$ cat config.mk
export PLATFORM = sky130hd
export DESIGN_NAME = execution_stage_flat
export DESIGN_NICKNAME = d
export VERILOG_FILES = /design/src/rtl/execution_stage_pkg.sv /design/src/rtl/execution_stage_if.sv /design/src/rtl/execution_stage_alu.sv /design/src/rtl/execution_stage.sv /design/src/flat_wrapper.sv
export SDC_FILE = /design/constraint.sdc
export NUM_CORES = 1
export LEC_CHECK = 0
export CORE_MARGIN = 2
export CORE_UTILIZATION = 58
export CTS_CLUSTER_DIAMETER = 60
export DETAILED_ROUTE_END_ITERATION = 8
export GPL_TIMING_DRIVEN = 0
export PLACE_DENSITY = 0.81
export RECOVER_POWER = 25
export SLEW_MARGIN = 20
export SYNTH_ARGS = -nofsm -noshare
export SYNTH_HDL_FRONTEND = slang
export SYNTH_SLANG_ARGS = --single-unit
export TNS_END_PERCENT = 1
$ cat constraint.sdc
create_clock -name clk -period 6.55 [get_ports clk]
set_input_delay 1.31 -clock clk [delete_from_list [all_inputs] [get_ports clk]]
set_output_delay 1.31 -clock clk [all_outputs]
set_load 0.01 [all_outputs]
$ cat src/rtl/execution_stage_pkg.sv
// Shared opcode map and flag bit positions for the EX stage.
package exec_pkg;
  localparam logic [4:0] OP_ADD  = 5'b00000;
  localparam logic [4:0] OP_ADC  = 5'b00001;
  localparam logic [4:0] OP_SUB  = 5'b00010;
  localparam logic [4:0] OP_SBB  = 5'b00011;
  localparam logic [4:0] OP_AND  = 5'b00100;
  localparam logic [4:0] OP_OR   = 5'b00101;
  localparam logic [4:0] OP_XOR  = 5'b00110;
  localparam logic [4:0] OP_NOT  = 5'b00111;
  localparam logic [4:0] OP_NOR  = 5'b01000;
  localparam logic [4:0] OP_XNOR = 5'b01001;
  localparam logic [4:0] OP_SHL  = 5'b01010;
  localparam logic [4:0] OP_SHR  = 5'b01011;
  localparam logic [4:0] OP_ASR  = 5'b01100;
  localparam logic [4:0] OP_ROL  = 5'b01101;
  localparam logic [4:0] OP_ROR  = 5'b01110;
  localparam logic [4:0] OP_INC  = 5'b01111;
  localparam logic [4:0] OP_DEC  = 5'b10000;
  localparam logic [4:0] OP_MOV  = 5'b10001;
  localparam logic [4:0] OP_NEG  = 5'b10010;
  localparam logic [4:0] OP_CMP  = 5'b10011;
  localparam logic [4:0] OP_MULL = 5'b10100;
  localparam logic [4:0] OP_MULH = 5'b10101;
  localparam logic [4:0] OP_PASS = 5'b10110;
  localparam logic [4:0] OP_SWAP = 5'b10111;
  localparam logic [4:0] OP_LDI  = 5'b11000;
  localparam logic [4:0] OP_LD   = 5'b11001;
  localparam logic [4:0] OP_ST   = 5'b11010;
  localparam logic [4:0] OP_SLT  = 5'b11011;
  localparam logic [4:0] OP_SLTU = 5'b11100;
  localparam logic [4:0] OP_SEQ  = 5'b11101;
  localparam logic [4:0] OP_SNE  = 5'b11110;
  localparam logic [4:0] OP_NOP  = 5'b11111;

  localparam int FLAG_C = 3;
  localparam int FLAG_Z = 2;
  localparam int FLAG_N = 1;
  localparam int FLAG_V = 0;
endpackage

$ cat src/rtl/execution_stage_if.sv
// Decode-to-EX inputs and EX/MEM boundary outputs of the execute stage.
interface execution_stage_if #(parameter int WIDTH = 8, parameter int RW_W = 5) ();
  logic [WIDTH-1:0] A;
  logic [WIDTH-1:0] B;
  logic [WIDTH-1:0] data_in;
  logic [4:0]       op_dec;
  logic             mem_en_dec;
  logic             mem_rw_dec;
  logic             mem_mux_sel_dec;
  logic [RW_W-1:0]  RW_dec;
  logic [WIDTH-1:0] ans_ex;
  logic [3:0]       flag_ex;
  logic [WIDTH-1:0] data_out;
  logic [WIDTH-1:0] B_Bypass;
  logic             mem_en_ex;
  logic             mem_rw_ex;
  logic             mem_mux_sel_ex;
  logic [RW_W-1:0]  RW_ex;

  modport master (
    output A, B, data_in, op_dec, mem_en_dec, mem_rw_dec, mem_mux_sel_dec, RW_dec,
    input  ans_ex, flag_ex, data_out, B_Bypass, mem_en_ex, mem_rw_ex, mem_mux_sel_ex, RW_ex
  );
  modport slave (
    input  A, B, data_in, op_dec, mem_en_dec, mem_rw_dec, mem_mux_sel_dec, RW_dec,
    output ans_ex, flag_ex, data_out, B_Bypass, mem_en_ex, mem_rw_ex, mem_mux_sel_ex, RW_ex
  );
endinterface

$ cat src/rtl/execution_stage_alu.sv
// Combinational ALU: one result plus C/Z/N/V per opcode; CMP and NOP ask the
// stage to keep the previous answer / flags respectively.
module exec_alu
  import exec_pkg::*;
#(parameter int WIDTH = 8) (
  input  logic [WIDTH-1:0] a,
  input  logic [WIDTH-1:0] b,
  input  logic [WIDTH-1:0] data_in,
  input  logic [4:0]       op,
  input  logic             carry_in,
  output logic [WIDTH-1:0] result,
  output logic [3:0]       flags,
  output logic             hold_ans,
  output logic             hold_flags
);
  localparam int M = WIDTH - 1;
  localparam int H = WIDTH / 2;

  logic [WIDTH:0]     ext;
  logic [2*WIDTH-1:0] prod;
  logic               c, v;

  always_comb begin
    result     = '0;
    ext        = '0;
    c          = 1'b0;
    v          = 1'b0;
    hold_ans   = 1'b0;
    hold_flags = 1'b0;
    prod       = (2*WIDTH)'(a) * (2*WIDTH)'(b);
    case (op)
      OP_ADD, OP_LD, OP_ST, OP_ADC: begin
        ext    = {1'b0, a} + {1'b0, b} + {{WIDTH{1'b0}}, (op == OP_ADC) & carry_in};
        result = ext[M:0];
        c      = ext[WIDTH];
        v      = (a[M] == b[M]) && (result[M] != a[M]);
      end
      // ext[WIDTH] of the widened difference is the borrow
      OP_SUB, OP_CMP, OP_SBB: begin
        ext      = {1'b0, a} - {1'b0, b} - {{WIDTH{1'b0}}, (op == OP_SBB) & carry_in};
        result   = ext[M:0];
        c        = ext[WIDTH];
        v        = (a[M] != b[M]) && (result[M] != a[M]);
        hold_ans = (op == OP_CMP);
      end
      OP_NEG: begin
        ext    = {(WIDTH+1){1'b0}} - {1'b0, a};
        result = ext[M:0];
        c      = ext[WIDTH];
        v      = a[M] & result[M];
      end
      OP_INC: begin
        ext    = {1'b0, a} + (WIDTH+1)'(1);
        result = ext[M:0];
        c      = ext[WIDTH];
        v      = ~a[M] & result[M];
      end
      OP_DEC: begin
        ext    = {1'b0, a} - (WIDTH+1)'(1);
        result = ext[M:0];
        c      = ext[WIDTH];
        v      = a[M] & ~result[M];
      end
      OP_AND:  result = a & b;
      OP_OR:   result = a | b;
      OP_XOR:  result = a ^ b;
      OP_NOT:  result = ~a;
      OP_NOR:  result = ~(a | b);
      OP_XNOR: result = ~(a ^ b);
      OP_SHL:  begin result = {a[M-1:0], 1'b0};  c = a[M]; end
      OP_SHR:  begin result = {1'b0, a[M:1]};    c = a[0]; end
      OP_ASR:  begin result = {a[M], a[M:1]};    c = a[0]; end
      OP_ROL:  result = {a[M-1:0], a[M]};
      OP_ROR:  result = {a[0], a[M:1]};
      OP_MOV:  result = b;
      OP_MULL, OP_MULH: begin
        result = (op == OP_MULH) ? prod[2*WIDTH-1:WIDTH] : prod[M:0];
        c      = |prod[2*WIDTH-1:WIDTH];
        v      = c;
      end
      OP_PASS: result = a;
      OP_SWAP: result = {a[H-1:0], a[M:H]};
      OP_LDI:  result = data_in;
      OP_SLT:  result = WIDTH'($signed(a) < $signed(b));
      OP_SLTU: result = WIDTH'(a < b);
      OP_SEQ:  result = WIDTH'(a == b);
      OP_SNE:  result = WIDTH'(a != b);
      default: hold_flags = 1'b1;  // NOP: answer 0, flags kept
    endcase
    flags         = '0;
    flags[FLAG_C] = c;
    flags[FLAG_Z] = (result == '0);
    flags[FLAG_N] = result[M];
    flags[FLAG_V] = v;
  end
endmodule

$ cat src/rtl/execution_stage.sv
// EX stage: ALU plus the EX/MEM pipeline register with synchronous active-low reset.
module execution_stage
  import exec_pkg::*;
#(parameter int WIDTH = 8, parameter int RW_W = 5) (
  input logic               clk,
  input logic               reset,
  execution_stage_if.slave  bus
);
  logic [WIDTH-1:0] alu_result;
  logic [3:0]       alu_flags;
  logic             hold_ans, hold_flags;

  exec_alu #(.WIDTH(WIDTH)) u_alu (
    .a          (bus.A),
    .b          (bus.B),
    .data_in    (bus.data_in),
    .op         (bus.op_dec),
    .carry_in   (bus.flag_ex[FLAG_C]),
    .result     (alu_result),
    .flags      (alu_flags),
    .hold_ans   (hold_ans),
    .hold_flags (hold_flags)
  );

  always_ff @(posedge clk) begin
    if (!reset) begin
      bus.ans_ex         <= '0;
      bus.flag_ex        <= '0;
      bus.data_out       <= '0;
      bus.B_Bypass       <= '0;
      bus.mem_en_ex      <= 1'b0;
      bus.mem_rw_ex      <= 1'b0;
      bus.mem_mux_sel_ex <= 1'b0;
      bus.RW_ex          <= '0;
    end else begin
      if (!hold_ans)   bus.ans_ex  <= alu_result;
      if (!hold_flags) bus.flag_ex <= alu_flags;
      bus.data_out       <= bus.data_in;
      bus.B_Bypass       <= bus.B;
      bus.mem_en_ex      <= bus.mem_en_dec;
      bus.mem_rw_ex      <= bus.mem_rw_dec;
      bus.mem_mux_sel_ex <= bus.mem_mux_sel_dec;
      bus.RW_ex          <= bus.RW_dec;
    end
  end
endmodule

$ cat src/flat_wrapper.sv
// flat-port wrapper written by rule: the top's interface ports become plain ports
module execution_stage_flat import exec_pkg::*;
#(parameter int WIDTH = 8, parameter int RW_W = 5)
  (clk, reset, bus_A, bus_B, bus_data_in, bus_op_dec, bus_mem_en_dec, bus_mem_rw_dec, bus_mem_mux_sel_dec, bus_RW_dec, bus_ans_ex, bus_flag_ex, bus_data_out, bus_B_Bypass, bus_mem_en_ex, bus_mem_rw_ex, bus_mem_mux_sel_ex, bus_RW_ex);
  execution_stage_if #(.WIDTH(WIDTH), .RW_W(RW_W)) bus_i ();
  input logic clk;
  input logic reset;
  input wire logic [$bits(bus_i.A)-1:0] bus_A;
  input wire logic [$bits(bus_i.B)-1:0] bus_B;
  input wire logic [$bits(bus_i.data_in)-1:0] bus_data_in;
  input wire logic [$bits(bus_i.op_dec)-1:0] bus_op_dec;
  input wire logic [$bits(bus_i.mem_en_dec)-1:0] bus_mem_en_dec;
  input wire logic [$bits(bus_i.mem_rw_dec)-1:0] bus_mem_rw_dec;
  input wire logic [$bits(bus_i.mem_mux_sel_dec)-1:0] bus_mem_mux_sel_dec;
  input wire logic [$bits(bus_i.RW_dec)-1:0] bus_RW_dec;
  output wire logic [$bits(bus_i.ans_ex)-1:0] bus_ans_ex;
  output wire logic [$bits(bus_i.flag_ex)-1:0] bus_flag_ex;
  output wire logic [$bits(bus_i.data_out)-1:0] bus_data_out;
  output wire logic [$bits(bus_i.B_Bypass)-1:0] bus_B_Bypass;
  output wire logic [$bits(bus_i.mem_en_ex)-1:0] bus_mem_en_ex;
  output wire logic [$bits(bus_i.mem_rw_ex)-1:0] bus_mem_rw_ex;
  output wire logic [$bits(bus_i.mem_mux_sel_ex)-1:0] bus_mem_mux_sel_ex;
  output wire logic [$bits(bus_i.RW_ex)-1:0] bus_RW_ex;
  assign bus_i.A = bus_A;
  assign bus_i.B = bus_B;
  assign bus_i.data_in = bus_data_in;
  assign bus_i.op_dec = bus_op_dec;
  assign bus_i.mem_en_dec = bus_mem_en_dec;
  assign bus_i.mem_rw_dec = bus_mem_rw_dec;
  assign bus_i.mem_mux_sel_dec = bus_mem_mux_sel_dec;
  assign bus_i.RW_dec = bus_RW_dec;
  assign bus_ans_ex = bus_i.ans_ex;
  assign bus_flag_ex = bus_i.flag_ex;
  assign bus_data_out = bus_i.data_out;
  assign bus_B_Bypass = bus_i.B_Bypass;
  assign bus_mem_en_ex = bus_i.mem_en_ex;
  assign bus_mem_rw_ex = bus_i.mem_rw_ex;
  assign bus_mem_mux_sel_ex = bus_i.mem_mux_sel_ex;
  assign bus_RW_ex = bus_i.RW_ex;
  execution_stage #(.WIDTH(WIDTH), .RW_W(RW_W)) u_core (.clk(clk), .reset(reset), .bus(bus_i));
endmodule
==> results of run 1 <==
-- worst max-delay path: cells and delay by family --
| kind | cells | cell delay [ps] |
|---|---|---|
| simple gates | 3 | 690 |
| buf+inv | 4 | 1100 |
| fa+ha+maj | 5 | 2190 |
| compound gates | 6 | 1470 |
-- logic make-up after synthesis --
logic type               synth area share [%]
multiplexers                             2.07
XOR/XNOR                                 3.19
buffers and inverters                    9.25
adder cells (fa/ha/maj)                  29.2
AO/OA/AOI/OAI                            21.6
flip-flops                               11.9
AND/OR/NAND/NOR                          22.8
-- area by class of cell --
class	count	area, um2	area share, %
sequential	36	721	9.86
tap	136	170	2.33
timing repair buffer	88	853	11.7
clock buffer	7	86.3	1.18
inverter	81	328	4.49
multi-input combinational	618	4870	66.6
clock inverter	1	7.51	0.103
buffer	40	275	3.77
-- sequential cells by signal, indices dropped and copies added, names as in the netlist --
| register | count |
|---|---|
| u_core.bus.B_Bypass | 8 |
| u_core.bus.ans_ex | 8 |
| u_core.bus.data_out | 8 |
| u_core.bus.RW_ex | 5 |
| u_core.bus.flag_ex | 4 |
| u_core.bus.mem_en_ex | 1 |
| u_core.bus.mem_mux_sel_ex | 1 |
| u_core.bus.mem_rw_ex | 1 |
-- path summary, 6_finish.rpt --
check | to | slack (ps) | cells past startpoint
worst max-delay path | u_core.bus.flag_ex[2] | -10 | 18
worst min-delay path | u_core.bus.ans_ex[6] | 460 | 2
worst max register to register | u_core.bus.flag_ex[2] | 2580 | 13
worst min register to register | u_core.bus.ans_ex[6] | 460 | 2
-- per-stage QoR --
step | instance area, um2 | instances | worst slack [ps] | power [W]
3_5_place_dp | 6960 | 988 | -1350 | 0.00116
3_3_place_gp | 6950 | 987 | -1180 | 0.00112
6_report | 7310 | 1007 | -11.4 | 0.00145
5_1_grt | 7310 | 1007 | -49.3 | 0.00154
4_1_cts | 7100 | 995 | 8.44 | 0.00133
2_1_floorplan | 6050 | 778 | 468 | 0.000891
-- where the power goes --
part	internal [W]	switching, W	total [W]	leakage (nW)
clock network	0.0000854	0.0000798	0.000165	0.0445
registers	0.000235	0.00000776	0.000243	0.299
logic	0.000423	0.000615	0.00104	2.89
total	0.000744	0.000703	0.00145	3.24
-- metal layers --
layer  part of all wire [%]  GRT usage [%]  up-vias
met2                     44           65.8      567
met5                      0              0        -
met1                     37           51.8     3135
met4                    7.8           24.8        0
li1                       -              -     2921
met3                     11           6.93      162
-- synthesized netlist by cell type (11+ instances only) --
master / number
xnor2_1: 12
fa_1: 40
nand3_1: 18
buf_2: 12
a211oi_1: 17
a21oi_1: 40
clkbuf_1: 14
nor2_1: 100
and2_1: 17
dfxtp_1: 36
mux2i_1: 11
inv_1: 70
o21ai_0: 31
ha_1: 77
nand2_1: 52
nor3_1: 23
nand2b_1: 11
-- cell usage in the layout, fill, tap and decap left out, types with 7 or more instances in the layout --
master and n:
a22oi_1 7, inv_1 65, nor4_1 7, a21oi_1 38, clkdlybuf4s50_1 60, xor2_1 10, dfxtp_1 36, nand3_1 18
nand2_1 52, xnor2_1 12, nand4_1 7, clkbuf_1 8, a21o_1 10, ha_1 75, o21ai_0 26, nand2b_1 11
nor2_1 98, and2_1 17, buf_2 10, mux2i_1 11, a211oi_1 15, nor3_1 21, buf_4 25, clkbuf_8 7
buf_6 7, fa_1 40, a31oi_1 8
-- what timing repair did --
item,in CTS,in global routing
pin swaps,1,7
buffers inserted,1,13
resized for setup,22,43
endpoints found under the setup margin,12,6
==> results.ini, run 1 <==
[final_layout]
area_delta_synth_final_pct = 20.8
fill_cells = 834
nNetsFinal = 1026
antennaDiodeCount = 0
drive_above_1_share_pct = 12.2
fin_util_pct = 71.4

[logic_synthesis]
synthCells = 778
netlist.area_leader.share_pct = 15.9
synth-seq-cells = 36
ys.flop_type = dfxtp_1
syn_area_per_cell_um2 = 7.77
ys_async_sr_fraction_pct = 0
synth.top_cells.by_area = ha_1, fa_1, dfxtp_1
synth_edf_count = 0
synth.yosys.seq_area_share_pct = 11.9
syn_nets = 934
synth_cell_types = 84
synth_area_leader_cell = ha_1
synth_area_um2 = 6050
ys_warn_count = 0

[power_and_ir_drop]
ir_drop_mv = 0.249
p_leak_nw = 3.24
p_per_area_nw_per_um2 = 198

[global_route]
overflow = 0
grt_pass1_vias = 6625
antenna_found_initial = 0
grt_max_degree = 14
gr-usage-all-layers_pct = 41.1
grt_pass1_wl_mm = 35.7

[worst_setup_path]
worst_path_max_delay_cell = clkdlybuf4s50_1
cp_cell_sequence = clkdlybuf4s50_1 > inv_2 > nor2_1 > fa_1 > fa_1 > fa_1 > inv_1 > fa_1 > inv_1 > ha_1 > a21oi_1 > nor2_1 > a31oi_2 > o2111ai_1 > a2111oi_2 > o21ai_2 > or4_1 > o21ai_1
cp-start-kind = input port
critPathRequiredTime_ps = 6780
crit_top_cell = fa_1
path_class = in2reg
rr_startpoint = u_core.bus.flag_ex[3]
worst_setup_path_end_kind = flip-flop
path_max_fanout = 12
cp_slowest_stage_delay_ps = 610
critPathArrivalTime_ps = 6790
crit_start = bus_A[7]

[placed_design]
numPortBuffers = 73
place_hpwl_mm = 17.6
gp_congestion = 1.08

[timing]
hold_viol_final = 0
fmax_ghz = 0.152
fin_crit_ps = 6560
slew_headroom_pct = 28.5
holdWs_ps = 463
clock_skew_ps = 5.67
tightest_slew_ps = 1060
finalSetupTns_ps = -11.4
fin_ws_ps = -11.4
finalSetupViolCount = 1
finalCritPeriodShare_pct = 100
maxSlewViolCount = 0

[routing]
viasPerCell = 6.74
wl_per_cell_um = 23.2
vias = 6785
first_pass_iters = 6
wl_mm = 23.4
drt_iter0_drc = 937
drc = 0
ant_nets = 0

[die]
die_area_um2 = 11300
ios = 75
die_h_um = 106
core_area_um2 = 10200
num_rows = 37
chipWidth_um = 106
start_util_pct = 59.1

[clocking]
cts_tree = built
cts-root-buf = clkbuf_8
clkTransAtPathRegs_ps = 70
clkLatencyLatePin_ps = 290
numCtsBuffers = 5
holdBufCountCts = 0
h-tree-depth = 2
cts.path.max_buffers = 2
clock_sink_count = 36

[outcome]
violations = negative setup slack
run_status = finished with violations

[hold_path]
min-delay-start = u_core.bus.ans_ex[6]
holdCritPathClass = reg2reg

[flow_run]
maxCapViolCount = 0

Power figures use the tool's default switching activity.
==> inputs of run 2 (changes only) <==
--- a/config.mk
+++ b/config.mk
@@ -11,5 +11,6 @@
 export DETAILED_ROUTE_END_ITERATION = 8
 export GPL_TIMING_DRIVEN = 0
-export PLACE_DENSITY = 0.81
+export HOLD_SLACK_MARGIN = 0.15
+export PLACE_DENSITY = 0.83
 export RECOVER_POWER = 25
 export SLEW_MARGIN = 20
==> constraint.sdc (replaced) <==
create_clock -name clk -period 6.55 [get_ports clk]
set_input_delay 1.31 -clock clk [delete_from_list [all_inputs] [get_ports clk]]
set_output_delay 1.31 -clock clk [all_outputs]
set_load 0.005 [all_outputs]
==> run 2 against run 1 <==
The run ends with design-rule violations, negative setup slack left. Final area down 0.99%. Non-clock buffer count fell by 7. Worst hold slack improved by 1.1 ps. Sequential power barely moved. Flip-flop and latch count unchanged.
==> results.ini, run 2 (synthesis results as in run 1) <==
[power_and_ir_drop]
p_int_w = 0.000728  ; -2.1%
pwr-share-clk_pct = 11.2  ; -0.2 points
p_per_area_nw_per_um2 = 197  ; -0.61%
comb_power_share_pct = 71.8  ; about the same
p_switching_w = 0.000695  ; -1.0%
finalPower_w = 0.00142  ; -1.6%
p_sw_share_pct = 48.8  ; +0.28 points
ir_drop_mv = 0.223  ; -11%
seq_power_share_pct = 17.0  ; +0.2 points
p_leak_nw = 3.17  ; -2.1%

[worst_setup_path]
path_max_fanout = 10  ; -2
critPathArrivalTime_ps = 6730  ; -60 ps
critPathRequiredTime_ps = 6700  ; -80 ps
cp-start-kind = input port
path_class = in2reg
worst_setup_path_end_kind = flip-flop

[placed_design]
place_area_um2 = 6960  ; unchanged
place_hpwl_mm = 18.7  ; +6.5%
numPortBuffers = 73  ; unchanged
gp_congestion = 1.07  ; -1.4%
place_inst = 988  ; unchanged

[outcome]
run_status = finished with violations
violations = design-rule violations, negative setup slack

[hold_path]
holdCritPathClass = reg2reg

[timing]
fin_crit_ps = 6580  ; +23.1 ps
finalSetupViolCount = 2  ; +1
holdWs_ps = 464  ; +1.13 ps
slew_headroom_pct = 23.7  ; -4.8 points
hold_viol_final = 0  ; unchanged
fin_ws_ps = -34.5  ; -23.1 ps
maxSlewViolCount = 0  ; unchanged
tightest_slew_ps = 1140  ; +71.7 ps
fmax_ghz = 0.152  ; -0.35%
finalCritPeriodShare_pct = 101  ; +0.35 points
clock_skew_ps = 10.0  ; +4.37 ps

[clocking]
h-tree-depth = 2  ; unchanged
cts-root-buf = clkbuf_8
cts_tree = built
clock_sink_count = 36  ; unchanged
numCtsBuffers = 5  ; unchanged
clkTransAtPathRegs_ps = 70  ; about the same
clkLatencyLatePin_ps = 280  ; about the same
cts.path.max_buffers = 2  ; unchanged

[die]
start_util_pct = 59.1  ; unchanged
ios = 75  ; unchanged
core_area_um2 = 10200  ; unchanged
die_h_um = 106  ; unchanged
num_rows = 37  ; unchanged
chipWidth_um = 106  ; unchanged
die_area_um2 = 11300  ; unchanged

[routing]
first_pass_iters = 9  ; +3
vias = 6742  ; -0.63%
drt_iter0_drc = 768  ; -18%
wl_mm = 24.5  ; +4.6%
drc = 2  ; +2
wl_per_cell_um = 24.5  ; +5.4%
ant_nets = 0  ; unchanged
viasPerCell = 6.74  ; about the same

[global_route]
grt_pass1_wl_mm = 37.1  ; +4.0%
gr-usage-all-layers_pct = 43.3  ; +2.1 points
overflow = 0  ; unchanged
grt_max_degree = 14  ; unchanged
antenna_found_initial = 0  ; unchanged
grt_pass1_vias = 6629  ; +0.060%

[final_layout]
nNetsFinal = 1019  ; -0.68%
antennaDiodeCount = 0  ; unchanged
mostFrequentLayoutCells = nor2_1, ha_1, inv_1
drive_above_1_share_pct = 11.0  ; -1.2 points
layout_commonest_cell = nor2_1
area_delta_synth_final_pct = 19.6
finalNonFillerCells = 1000  ; -0.70%
fin_util_pct = 70.7  ; -0.71 points
reg.largest.list = u_core.bus.B_Bypass (8), u_core.bus.ans_ex (8), u_core.bus.data_out (8)
fin_area_um2 = 7240  ; -0.99%

[flow_run]
maxCapViolCount = 0  ; unchanged

-- run 2: cell types whose count changed in the layout (fill, tap and decap cells not counted), sizes merged --
cell	delta
buf	-4
dlymetal6s2s	-4
clkbuf	-3
clkdlybuf4s50	+3
clkinv	+2
dlygate4sd2	+2
inv	-2
clkdlybuf4s15	-1
-- run 2: layout make-up --
type                            instances  area [um2]
Timing Repair Buffer                   81         788
Buffer                                 40         285
Inverter                               81         328
Sequential cell                        36         721
Multi-Input combinational cell        618        4850
Clock inverter                          1        7.51
Tap cell                              136         170
Clock buffer                            7        86.3
Fill cell                             813        3000
-- run 2: power groups by stage --
stage | clock network [W] | registers [W] | logic [W]
CTS | 0.000161 | 0.000242 | 0.000933
finish | 0.000159 | 0.000242 | 0.00102
global route | 0.000170 | 0.000243 | 0.00109
detailed placement | 0 | 0.000247 | 0.000915
global placement | 0 | 0.000247 | 0.000872
floorplan | 0 | 0.000248 | 0.000637
-- run 2: per-layer routing --
metal	vias to the layer above	share of wire, %	GRT usage [%]	wire (um)
met3	160	12	10.1	3040
met5	-	0	0	0
met4	0	8.7	28.3	2120
li1	2914	-	-	-
met1	3099	35	51.3	8630
met2	569	44	69.9	10700
-- run 2: worst paths after layout --
kind | end | slack (ps) | start | depth (start not counted)
max | u_core.bus.flag_ex[0] | -30 | bus_B[2] | 18
min | u_core.bus.ans_ex[3] | 460 | u_core.bus.ans_ex[3] | 2
max reg2reg | u_core.bus.flag_ex[2] | 2650 | u_core.bus.flag_ex[3] | 11
min reg2reg | u_core.bus.ans_ex[3] | 460 | u_core.bus.ans_ex[3] | 2
-- run 2: worst max-delay path, cell delays in order --
cell and delay [ps]:
clkdlybuf4s50_1 570, clkinv_2 310, nor2_4 190, fa_1 430, fa_1 510, fa_1 490, inv_1 60, fa_1 570
inv_1 70, ha_1 320, or2_2 370, a21oi_2 210, a21oi_1 100, xnor2_1 200, nor4_1 270, o211ai_1 220
o41ai_2 360, o21ai_0 150
-- run 2: what timing repair did --
action / 4_1_cts / 5_1_grt
hold buffers: 0 / 0
setup endpoints to repair: 12 / 6
pin swaps: 0 / 6
gates cloned: 0 / 0
setup buffers: 2 / 5
gates resized for setup: 27 / 30
-- run 2: metrics by stage --
stage / worst slack, ps / setup TNS [ps]
4_1_cts: 4.30 / 0
6_report: -34.5 / -44.9
2_1_floorplan: 468 / 0
3_3_place_gp: -1200 / -9140
3_5_place_dp: -1370 / -11080
5_1_grt: -124 / -372
==> inputs of run 3 (changes only) <==
Settings changed: CELL_PAD_IN_SITES_DETAIL_PLACEMENT set to 0, CELL_PAD_IN_SITES_GLOBAL_PLACEMENT set to 1, CORE_MARGIN 2 to 3, CORE_UTILIZATION 58 to 43, PLACE_DENSITY 0.83 to unset, PLACE_DENSITY_LB_ADDON set to 0.1.
==> run 3 against run 2 <==
Largest cell class unchanged. Register-to-register slack got worse by 140 ps. The run now ends clean. Critical path depth up 1. Clock skew fell by 8.0 ps. Core utilization decreased by 16 points.
==> results.ini, run 3 (synthesis results as in run 1) <==
[global_route]
overflow = 0  ; unchanged
grt_max_degree = 14  ; unchanged
gr-usage-all-layers_pct = 31.6  ; -12 points
antenna_found_initial = 0  ; unchanged
grt_pass1_vias = 6561  ; -1.0%
grt_pass1_wl_mm = 38.1  ; +2.5%

[placed_design]
numPortBuffers = 73  ; unchanged
gp_congestion = 0.995  ; -6.9%
dp_slack_ps = -1530  ; -162 ps
place_area_um2 = 7020  ; +0.77%
place_inst = 1028  ; +4.0%
place_hpwl_mm = 19.7  ; +5.0%

[timing]
fin_ws_ps = 148  ; +183 ps
finalSetupTns_ps = 0  ; +44.9 ps
maxSlewViolCount = 0  ; unchanged
tightest_slew_ps = 1050  ; -87.7 ps
slew_headroom_pct = 29.6  ; +5.9 points
finalSetupViolCount = 0  ; -2
clock_skew_ps = 2.09  ; -7.96 ps
fin_crit_ps = 6400  ; -183 ps
fmax_ghz = 0.156  ; +2.9%
hold_viol_final = 0  ; unchanged
finalCritPeriodShare_pct = 97.7  ; -2.8 points

[clocking]
numCtsBuffers = 5  ; unchanged
clock_sink_count = 36  ; unchanged
cts.path.max_buffers = 2  ; unchanged
clkTransAtPathRegs_ps = 50  ; -20 ps
holdBufCountCts = 0  ; unchanged
cts_tree = built
clkLatencyLatePin_ps = 280  ; about the same
cts-root-buf = clkbuf_16
h-tree-depth = 2  ; unchanged

[power_and_ir_drop]
p_leak_nw = 3.28  ; +3.5%
pwr-share-clk_pct = 17.6  ; +6.4 points
p_int_w = 0.000826  ; +13%
ir_drop_mv = 0.201  ; -10%
p_switching_w = 0.000689  ; -0.94%
p_per_area_nw_per_um2 = 204  ; +3.9%
comb_power_share_pct = 66.4  ; -5.4 points
seq_power_share_pct = 16.0  ; -1.0 points
p_sw_share_pct = 45.5  ; -3.4 points

[routing]
first_pass_iters = 6  ; -3
drt_iter0_drc = 793  ; +3.3%
wl_per_cell_um = 24.5  ; about the same
vias = 6496  ; -3.6%
ant_nets = 0  ; unchanged
viasPerCell = 6.23  ; -7.5%
wl_mm = 25.5  ; +4.1%
drc = 0  ; -2

[final_layout]
finalNonFillerCells = 1042  ; +4.2%
regArea_um2 = 721  ; unchanged
area_delta_synth_final_pct = 22.5
fin_area_um2 = 7410  ; +2.4%
reg.largest.list = u_core.bus.B_Bypass (8), u_core.bus.ans_ex (8), u_core.bus.data_out (8)
multiInputGateArea_um2 = 4860  ; +0.15%
drive_above_1_share_pct = 11.9  ; +0.90 points
fill_cells = 1291  ; +59%
layout_commonest_cell = nor2_1
nNetsFinal = 1021  ; +0.20%
mostFrequentLayoutCells = nor2_1, ha_1, inv_1
antennaDiodeCount = 0  ; unchanged

[die]
num_rows = 42  ; +14%
start_util_pct = 44.8  ; -14 points
die_h_um = 125  ; +17%
core_area_um2 = 13500  ; +32%
chipWidth_um = 125  ; +17%
ios = 75  ; unchanged
die_area_um2 = 15500  ; +38%

[worst_setup_path]
worst_setup_path_end_kind = flip-flop
r2r_cells = 13  ; +2
critPathRequiredTime_ps = 6690  ; about the same
path_max_fanout = 10  ; unchanged
path_class = in2reg
cp-start-kind = input port
critPathArrivalTime_ps = 6540  ; -190 ps

[hold_path]
holdCritPathClass = reg2reg
hold_depth = 2  ; unchanged

[outcome]
run_status = complete, no violations

[flow_run]
maxCapViolCount = 0  ; unchanged

run 3: routing by layer:
| layer | vias up | routed length (um) | track usage, % |
|---|---|---|---|
| met5 | - | 0 | 0 |
| met1 | 3106 | 10100 | 40.3 |
| met2 | 403 | 11500 | 50.1 |
| met3 | 87 | 2520 | 6.56 |
| li1 | 2900 | - | - |
| met4 | 0 | 1380 | 16.9 |
run 3: final timing paths:
kind / start / endpoint / slack [ps]
max: bus_A[2] / u_core.bus.flag_ex[0] / 150
max reg2reg: u_core.bus.flag_ex[3] / u_core.bus.flag_ex[2] / 2510
min reg2reg: u_core.bus.ans_ex[3] / u_core.bus.ans_ex[3] / 450
min: u_core.bus.ans_ex[3] / u_core.bus.ans_ex[3] / 450
run 3: worst max-delay path, cell delays in order:
cell and delay [ps]:
clkdlybuf4s50_1 540, buf_2 290, nand2_1 130, fa_1 520, fa_1 500, inv_1 60
fa_1 540, inv_1 60, fa_1 530, inv_1 40, ha_1 330, o21a_1 150
o31a_1 270, nand2b_1 180, a31oi_1 100, o21ai_1 190, xnor2_1 180, o41ai_2 470
o21ai_0 150
run 3: timing repair:
item,CTS,global route
buffers inserted,5,3
endpoints found under the setup margin,12,7
resized for setup,34,34
pin swaps,1,6
run 3: power by group through the flow:
stage	Clock, W	Combinational, W	Sequential (W)
detailed placement	0	0.000915	0.000248
CTS	0.000269	0.000937	0.000243
finish	0.000266	0.00101	0.000243
floorplan	0	0.000637	0.000248
global route	0.000278	0.00110	0.000244
global placement	0	0.000898	0.000247
run 3: area by class of cell:
type / instances / share of cell area, %
Sequential cell: 36 / 9.73
Clock buffer: 5 / 1.69
Timing Repair Buffer: 82 / 11.0
Inverter: 81 / 4.44
Multi-Input combinational cell: 618 / 65.6
Clock inverter: 3 / 0.574
Tap cell: 176 / 2.97
Buffer: 41 / 4.00
run 3: metrics by stage:
stage / utilization [%] / power, W / hold WS, ps
final: 54.8 / 0.00151 / 455
after global routing: 54.8 / 0.00162 / 492
after global placement: 51.8 / 0.00115 / 447
after detailed placement: 51.9 / 0.00116 / 452
after floorplan: - / 0.000885 / 448
after CTS: 54.0 / 0.00145 / 459
